$ cat src/rtl/uart_tx_buffered.sv
// ---------------------------------------------------------------------------
// uart_tx_buffered
//
// Buffered 8N1 UART transmitter. Bytes arrive from fabric logic over a
// valid/ready handshake and wait in a small FIFO. The serializer drains the
// FIFO onto uart_txd back-to-back, with no idle gap between frames.
//
// Parameters:
//   CLK_FREQ    clk frequency in Hz
//   UART_BPS    baud rate; one bit lasts CLK_FREQ/UART_BPS clk cycles
//   FIFO_DEPTH  FIFO entries, power of 2, at least 2
//
// Ports:
//   clk         system clock, the only clock
//   sys_rst     synchronous active-high reset
//   tx_data     byte to transmit, held until accepted
//   tx_valid    tx_data is valid
//   tx_ready    FIFO can take a byte (combinational: not full, not in reset)
//   fifo_level  registered FIFO occupancy
//   tx_busy     serializer is in the middle of a frame
//   tx_done     one-cycle pulse in the last cycle of each stop bit
//   uart_txd    registered serial output, idles high
//
// Optional feature:
//   UART_TX_PARITY_EN  when defined, an even-parity bit is sent between the
//                      last data bit and the stop bit (11-bit frames).
// ---------------------------------------------------------------------------
module uart_tx_buffered #(
   parameter int CLK_FREQ   = 200_000_000,
   parameter int UART_BPS   = 115200,
   parameter int FIFO_DEPTH = 16
) (
   input  logic                          clk,
   input  logic                          sys_rst,
   input  logic [7:0]                    tx_data,
   input  logic                          tx_valid,
   output logic                          tx_ready,
   output logic [$clog2(FIFO_DEPTH):0]   fifo_level,
   output logic                          tx_busy,
   output logic                          tx_done,
   output logic                          uart_txd
);

   localparam int BPS_CNT = CLK_FREQ / UART_BPS;
   localparam int PTR_W   = $clog2(FIFO_DEPTH);
   localparam int LVL_W   = PTR_W + 1;
   localparam int CNT_W   = (BPS_CNT > 1) ? $clog2(BPS_CNT) : 1;

   localparam logic [CNT_W-1:0] CNT_LAST  = CNT_W'(BPS_CNT - 1);
   localparam logic [LVL_W-1:0] LVL_FULL  = LVL_W'(FIFO_DEPTH);

`ifdef UART_TX_PARITY_EN
   typedef enum logic [2:0] {IDLE, START, DATA, PARITY, STOP} state_t;
`else
   typedef enum logic [1:0] {IDLE, START, DATA, STOP} state_t;
`endif

   logic [7:0]       mem [FIFO_DEPTH];
   logic [PTR_W-1:0] wr_ptr;
   logic [PTR_W-1:0] rd_ptr;
   logic [7:0]       head;
   logic             fifo_full;
   logic             fifo_empty;
   logic             wr_en;
   logic             pop;

   state_t           state;
   logic [CNT_W-1:0] baud_cnt;
   logic             baud_last;
   logic [2:0]       bit_cnt;
   logic [7:0]       shift;
`ifdef UART_TX_PARITY_EN
   logic             parity_bit;
`endif

   // FIFO status and handshake. tx_ready deliberately ignores a pop in the
   // same cycle, so a full FIFO never accepts a byte even while draining.
   assign fifo_full  = (fifo_level == LVL_FULL);
   assign fifo_empty = (fifo_level == '0);
   assign tx_ready   = !fifo_full && !sys_rst;
   assign wr_en      = tx_valid && tx_ready;
   assign head       = mem[rd_ptr];
   assign baud_last  = (baud_cnt == CNT_LAST);

   // The serializer takes a byte either when idle or on the final cycle of a
   // stop bit; the latter is what lets frames follow each other with no gap.
   assign pop = !fifo_empty &&
                ((state == IDLE) || ((state == STOP) && baud_last));

   // FIFO storage. Contents need no reset because the level and pointers
   // decide what is valid.
   always_ff @(posedge clk) begin
      if (wr_en) begin
         mem[wr_ptr] <= tx_data;
      end
   end

   // FIFO pointers and occupancy. Pointers wrap naturally because the depth
   // is a power of 2; the extra level bit tells full apart from empty.
   always_ff @(posedge clk) begin
      if (sys_rst) begin
         wr_ptr     <= '0;
         rd_ptr     <= '0;
         fifo_level <= '0;
      end else begin
         if (wr_en) begin
            wr_ptr <= wr_ptr + PTR_W'(1);
         end
         if (pop) begin
            rd_ptr <= rd_ptr + PTR_W'(1);
         end
         case ({wr_en, pop})
            2'b10:   fifo_level <= fifo_level + LVL_W'(1);
            2'b01:   fifo_level <= fifo_level - LVL_W'(1);
            default: fifo_level <= fifo_level;
         endcase
      end
   end

   // Serializer state machine. The outputs are registered decodes of the
   // current state, so the line, tx_busy and tx_done all trail the state
   // register by one cycle. Every non-idle state lasts BPS_CNT cycles,
   // timed by baud_cnt; data goes out LSB first from a right-shifting
   // register loaded at pop time.
   always_ff @(posedge clk) begin
      if (sys_rst) begin
         state    <= IDLE;
         baud_cnt <= '0;
         bit_cnt  <= '0;
         shift    <= '0;
         uart_txd <= 1'b1;
         tx_busy  <= 1'b0;
         tx_done  <= 1'b0;
`ifdef UART_TX_PARITY_EN
         parity_bit <= 1'b0;
`endif
      end else begin
         tx_busy <= (state != IDLE);
         tx_done <= (state == STOP) && baud_last;

         case (state)
            START:   uart_txd <= 1'b0;
            DATA:    uart_txd <= shift[0];
`ifdef UART_TX_PARITY_EN
            PARITY:  uart_txd <= parity_bit;
`endif
            default: uart_txd <= 1'b1;
         endcase

         case (state)
            IDLE: begin
               baud_cnt <= '0;
               bit_cnt  <= '0;
               if (!fifo_empty) begin
                  shift <= head;
`ifdef UART_TX_PARITY_EN
                  parity_bit <= ^head;
`endif
                  state <= START;
               end
            end

            START: begin
               if (baud_last) begin
                  baud_cnt <= '0;
                  bit_cnt  <= '0;
                  state    <= DATA;
               end else begin
                  baud_cnt <= baud_cnt + CNT_W'(1);
               end
            end

            DATA: begin
               if (baud_last) begin
                  baud_cnt <= '0;
                  shift    <= {1'b0, shift[7:1]};
                  bit_cnt  <= bit_cnt + 3'd1;
                  if (bit_cnt == 3'd7) begin
`ifdef UART_TX_PARITY_EN
                     state <= PARITY;
`else
                     state <= STOP;
`endif
                  end
               end else begin
                  baud_cnt <= baud_cnt + CNT_W'(1);
               end
            end

`ifdef UART_TX_PARITY_EN
            PARITY: begin
               if (baud_last) begin
                  baud_cnt <= '0;
                  state    <= STOP;
               end else begin
                  baud_cnt <= baud_cnt + CNT_W'(1);
               end
            end
`endif

            STOP: begin
               if (baud_last) begin
                  baud_cnt <= '0;
                  bit_cnt  <= '0;
                  if (!fifo_empty) begin
                     shift <= head;
`ifdef UART_TX_PARITY_EN
                     parity_bit <= ^head;
`endif
                     state <= START;
                  end else begin
                     state <= IDLE;
                  end
               end else begin
                  baud_cnt <= baud_cnt + CNT_W'(1);
               end
            end

            default: begin
               baud_cnt <= '0;
               bit_cnt  <= '0;
               state    <= IDLE;
            end
         endcase
      end
   end

endmodule

$ cat config.mk
export PLATFORM = sky130hd
export DESIGN_NAME = uart_tx_buffered
export DESIGN_NICKNAME = d
export VERILOG_FILES = /design/src/rtl/uart_tx_buffered.sv
export SDC_FILE = /design/constraint.sdc
export NUM_CORES = 1
export LEC_CHECK = 0
export BUFFER_PORTS_ARGS = -buffer_cell sky130_fd_sc_hd__buf_2
export CAP_MARGIN = 40
export CORE_MARGIN = 2
export CORE_UTILIZATION = 69
export CTS_BUF_LIST = sky130_fd_sc_hd__clkbuf_8
export DETAILED_ROUTE_END_ITERATION = 12
export PLACE_DENSITY = 0.95
export SYNTH_ARGS = -nofsm -noshare
export SYNTH_HDL_FRONTEND = slang
export SYNTH_SLANG_ARGS = --single-unit
$ cat constraint.sdc
create_clock -name clk -period 5.4 [get_ports clk]
set_clock_uncertainty 0.15 [all_clocks]
set_input_delay 1.08 -clock clk [delete_from_list [all_inputs] [get_ports clk]]
set_output_delay 1.08 -clock clk [all_outputs]
set_load 0.05 [all_outputs]
* Word-level counts from Yosys, hierarchy flattened
Memory sizes are Yosys's and may differ from the RTL's. A register that Yosys moved wholly into a read port is not among the register bits.
Index checks and enable logic that the tools add are counted.
** Storage, ports and cells
- Register bits :: 40
- Memory bits (writable) :: 128
- Output and inout bits :: 9
- Word-level logic and storage cells :: 71
- Memories kept :: 1
** Operators by class
- Add/subtract/negate cells :: 6
- Eq/ne operators :: 14
- Multiplexer cells :: 22
- Reduce and logical (&&, ||, !) cells :: 18
** Memory list
- mem :: words 16, bits a word 8, rd ports 1, clocked after memory_dff 1, wr ports 1, RTL line 58 : logic [7:0] mem [FIFO_DEPTH];
** Operators by type and width (count)
- 8-bit two-way mux :: 3
- 8-bit case mux with 3 select lines :: 1
- 11-bit case mux with 2 select lines :: 1
- 11-bit by 1-bit adder with 11-bit output, second input constant :: 1
- 11-bit equality test, second input constant :: 1
- 11-bit two-way mux :: 1
- 2-bit two-way mux :: 5
- 2-bit inequality test, second input constant :: 5
- 5-bit case mux with 2 select lines :: 1
- 3-bit case mux with 3 select lines :: 1
- 4-bit by 1-bit adder with 4-bit output, second input constant :: 2
- 4-bit two-way mux :: 2
- 2-bit case mux with 4 select lines :: 1
- 2-bit equality test, second input constant :: 3
- 3-bit two-way mux :: 2
- 5-bit by 1-bit adder with 5-bit output, second input constant :: 1
- 5-bit equality test, second input constant :: 1
- 5-bit logical NOT :: 1
- 5-bit AND reduction :: 1
- 5-bit by 1-bit subtractor with 5-bit output, second input constant :: 1
- 2-bit by 1-bit equality test with 1-bit output, second input constant :: 2
- 1-bit logical AND :: 4
- 2-bit nonzero test :: 2
- 3-bit by 1-bit adder with 3-bit output, second input constant :: 1
- other kinds (12) :: 16

* Longest topological paths before layout
- Depth after elaboration :: 6
- Mapped depth :: 13
- Depth with buffers taken out :: 11

* Worst setup path before layout
Ideal clock, no wire load.
- Kind :: input -> register
- Start point :: in sys_rst
- End point :: reg fifo_level[4]
- Data arrival time :: 3347 ps
- Required time :: 5121 ps
- Setup slack :: 1774 ps
- Cell stages on the path :: 12
- Buffers on the path :: 2
- Cell sequence :: nand2b_1 a21oi_2 clkbuf_1 inv_1 ha_1 clkbuf_1 xor2_1 ha_1 a31o_2 a2111o_1 a21oi_1 o32ai_1
** Between the ends
- Word-level cells in the longest chain between the ends :: 5
** RTL lines
- start: declaration :: RTL line 34 : input logic sys_rst,
- 1-bit logical NOT :: RTL line 80 : assign tx_ready = !fifo_full && !sys_rst;
- 1-bit logical AND :: RTL line 80
- 1-bit logical AND :: RTL line 81 : assign wr_en = tx_valid && tx_ready;
- 2-bit by 1-bit equality test with 1-bit output or 2-bit equality test (tied branches) :: RTL line 112 : case ({wr_en, pop})
- 5-bit case mux with 2 select lines or 2-bit nonzero test (tied branches)
- end signal: assignment :: RTL line 113 : 2'b10: fifo_level <= fifo_level + LVL_W'(1);
- end signal: assignment :: RTL line 114 : 2'b01: fifo_level <= fifo_level - LVL_W'(1);
- end signal: assignment :: RTL line 115 : default: fifo_level <= fifo_level;
- end: declaration :: RTL line 38 : output logic [$clog2(FIFO_DEPTH):0] fifo_level,
Parallel ways exist; a longest one is shown, timed or not.
A chain may end at the register's enable or synchronous reset.

* Final worst setup path
Same ends and word-level chain as after synthesis.

==> results.txt <==
----------------------------------------------------
[CTS]
  CTS Buffer Depth ... 2
  Source-to-sink clock delay at the later pin of the worst-skew pair ... 0.46 ns
  Number of clock sinks ... 172
  Clock tree from TritonCTS ... built
  Depth of the CTS H-tree ... 4
  Clock input transition at the sequential cells of the worst setup and hold paths ... 0.09 ns
  Cts bufs inserted ... 17
  Post-CTS setup buffer count ... 0
  Clock root buffer ... clkbuf_8
  Post-cts resize count ... 0
  Quantity of hold-fixing buffers added after cts ... 0

[Route]
  Initial DRC Count ... 340
  Final wirelength ... 13400 µm
  Average wire length per cell after detail routing ... 21.4 µm
  Via-per-instance ratio ... 6.23
  DRT antenna net count ... 0
  First-pass detailed-route iteration total ... 5
  # DRC ... 0
  Total number of vias ... 3914

[Setup path]
  Critical path cell sequence ... buf_2 > nand2b_1 > a21oi_2 > inv_1 > ha_1 > xor2_1 > ha_1 > a31o_2 > a2111o_1 > a21oi_1 > o32ai_1
  Crit path max-delay family ... compound AO/OA/AOI/OAI gates
  Type of the setup path with the least slack ... input port to flop
  Cell type with the highest occurrence count on the critical path ... ha_1
  Critical Path Source Type ... input port
  Critical path's slowest cell ... a21oi_2
  Worst path max stage delay ... 0.51 ns
  Worst Path Max Fanout ... 40
  WP buf/inv ... 2
  Data arrival time of the critical path ... 4.02 ns
  Data required time of the critical path ... 5.57 ns
  Flop2flop setup slack ... 1.79 ns
  Kind of capture point of the worst setup path ... flop

[Layout]
  Layout overhead on the synthesized area ... 8.75%
  Storage cell area ... 4730 µm²
  Commonest non-fill, non-tap cell in the layout ... edfxtp_1
  Commonest cells after routing, fill and taps aside ... 128 x edfxtp_1, 55 x nor2_1, 43 x dfxtp_1
  Count of filler cells inserted in the layout ... 579
  Post-layout net count ... 506
  ANT cells ... 0
  Total area of multi-input combinational cells ... 2210 µm²
  Final instance area ... 7730 µm²
  Post-layout instance count excluding filler cells ... 628
  Layout cell share with drive strength beyond 1 ... 23.4%

[Floorplan]
  Placeable Area ... 10200 µm²
  Area enclosed by the die boundary ... 11100 µm²
  Boundary pin count ... 20
  Die span in y ... 106 µm
  Initial core utilization ... 69.8%
  Die X ... 106 µm
  Number of standard-cell rows in the floorplan ... 37

[Timing]
  Number of endpoints with negative hold slack in the final report ... 0
  Max-slew headroom at the worst pin ... 41.2%
  Tmin final ... 3.85 ns
  RSZ-0062 raised after global routing ... no
  Number of setup violations in the final report ... 0
  Transition time at the pin with the least slew margin ... 0.878 ns
  Final setup TNS ... 0 ns
  Max Freq ... 260 MHz
  Number of pins with negative max-slew slack in the final report ... 0
  Part of the cycle the worst path needs ... 71.3%

[Placement]
  Number of port buffers ... 19
  Global placement routability congestion ... 0.812
  Post-DP HPWL ... 9010 µm
  Number of placed instances, taps included ... 595
  Post-place instance area ... 7350 µm²

[Synthesis]
  Number of unique standard cell types used by synthesis ... 48
  Leading area contributor after synthesis ... edfxtp_1
  Synthesized area ... 7110 µm²
  Number of cells produced by synthesis ... 450
  Synthesized net count ... 477
  Cell types occupying the most area after synthesis ... edfxtp_1 54%, mux4_2 13%, dfxtp_1 12%
  Prevailing post-synth register cell ... edfxtp_1
  Fraction of post-synthesis cell area in the top cell type by area ... 54.1%
  Register bit count reported by yosys ... 172
  Mean area per synthesized cell ... 15.8 µm²
  Share of flip-flops with an asynchronous set or reset after synthesis ... 0%
  Part of the Yosys area used for sequential elements ... 66.5%
  Ys Warns ... 0
  Count of flip-flops with a built-in enable after synthesis ... 128

[Global routing]
  Number of global-route vias before repair ... 3837
  Pin count of the biggest net entering global routing ... 41
  Congestion Overflow GR ... 0
  GRT Util Overall ... 26.1%
  First-pass GRT wire length ... 20700 µm
  Initial antenna violation count ... 0

[Power and ir drop]
  Sequential Power Share ... 46.0%
  Worst VDD drop ... 300 µV
  Switching power share of the total ... 32.4%
  Clock network fraction of total power ... 25.0%
  Fraction of power consumed by combinational cells ... 28.9%
  Net switching power figure ... 0.00109 W
  Internal power of the cells ... 0.00228 W
  PD cells ... 436 nW/µm²
  Static Leakage ... 2.57 nW

[Min path]
  Worst hold path type ... flop to flop

[Outcome]
  Outcome ... finished clean

[Run]
  Count of maximum capacitance violations ... 0

----------------------------------------------------
-- worst reg2reg max path: stages (launching register included) --
cell and delay, ns:
dfxtp_1 0.38, ha_1 0.22, and4bb_2 0.31, a41oi_2 0.32, nor2_1 0.35, ha_1 0.41
xor2_1 0.12, ha_1 0.24, a31o_2 0.27, a2111o_1 0.43, a21oi_1 0.17, o32ai_1 0.09
-- registers in the layout (all words and copies together) (netlist names), named ones only --
register and count:
baud_cnt 11, rd_ptr 4, uart_txd 1, state 2, wr_ptr 4, tx_done 1
shift 8, mem 128, tx_busy 1, fifo_level 5, bit_cnt 3
-- power groups by stage --
stage / sequential [W] / clock [W] / combinational, W
detailed placement: 0.00158 / 0 / 0.000965
global placement: 0.00157 / 0 / 0.000922
finish: 0.00155 / 0.000845 / 0.000976
CTS: 0.00155 / 0.000854 / 0.000975
floorplan: 0.00161 / 0 / 0.000771
global route: 0.00156 / 0.000901 / 0.00106
-- synth_stat cells (3+ instances only) --
cell and count:
edfxtp_1 128, nor2_1 55, dfxtp_1 44, mux4_2 40, nand2_1 32, ha_1 16, clkbuf_1 11, inv_1 10
xor2_1 10, a21oi_1 9, nand3_1 9, nor3_1 9, xnor2_1 8, a311oi_1 7, buf_2 7, buf_6 5
nand2b_1 5, mux2i_1 3, nand4_1 3, nor3b_1 3, o21ai_0 3
-- metrics by stage --
stage | util [%] | setup slack [ns] | power [W] | hold WS [ns]
after floorplan | - | 1.77 | 0.00238 | 0.280
after global placement | 71.5 | 1.33 | 0.00250 | 0.299
after detailed placement | 72.1 | 1.20 | 0.00255 | 0.305
after CTS | 75.8 | 1.64 | 0.00338 | 0.325
after global routing | 75.9 | 1.34 | 0.00352 | 0.352
final | 75.9 | 1.55 | 0.00337 | 0.322
-- worst paths after layout --
| path | start | end | cells after the start |
|---|---|---|---|
| setup reg to reg | baud_cnt[0] | fifo_level[4] | 11 |
| setup / recovery | sys_rst | fifo_level[4] | 11 |
| hold reg to reg | baud_cnt[0] | baud_cnt[0] | 1 |
| hold / removal | baud_cnt[0] | baud_cnt[0] | 1 |
-- logic make-up (layout without fill, tap and decap cells) --
logic type / count (synthesis) / after routing / synth area share, %
AND/OR/NAND/NOR: 127 / 127 / 8.34
XOR/XNOR: 18 / 18 / 2.22
AO/OA/AOI/OAI: 38 / 38 / 4.42
adder cells (fa/ha/maj): 16 / 16 / 2.82
buffers and inverters: 35 / 77 / 2.50
multiplexers: 44 / 44 / 13.3
flip-flops: 172 / 172 / 66.5
-- final cells by class --
cell class | instances | area share [%]
clock buffers | 17 | 3.03
clock inverters | 15 | 1.83
inverters | 10 | 0.486
multi-input cells | 243 | 28.5
flip-flops and latches | 172 | 61.1
well taps | 136 | 2.20
repair buffers | 35 | 2.78
-- layer usage --
layer	vias to the layer above	wire length, µm	track usage [%]	part of all wire (%)
met2	155	7020	43.8	52
met4	0	367	10.5	2.7
li1	1777	-	-	-
met5	-	0	0	0
met1	1953	5210	32.9	39
met3	29	829	6.68	6.2
No activity file was read; power rests on OpenSTA's default activity.
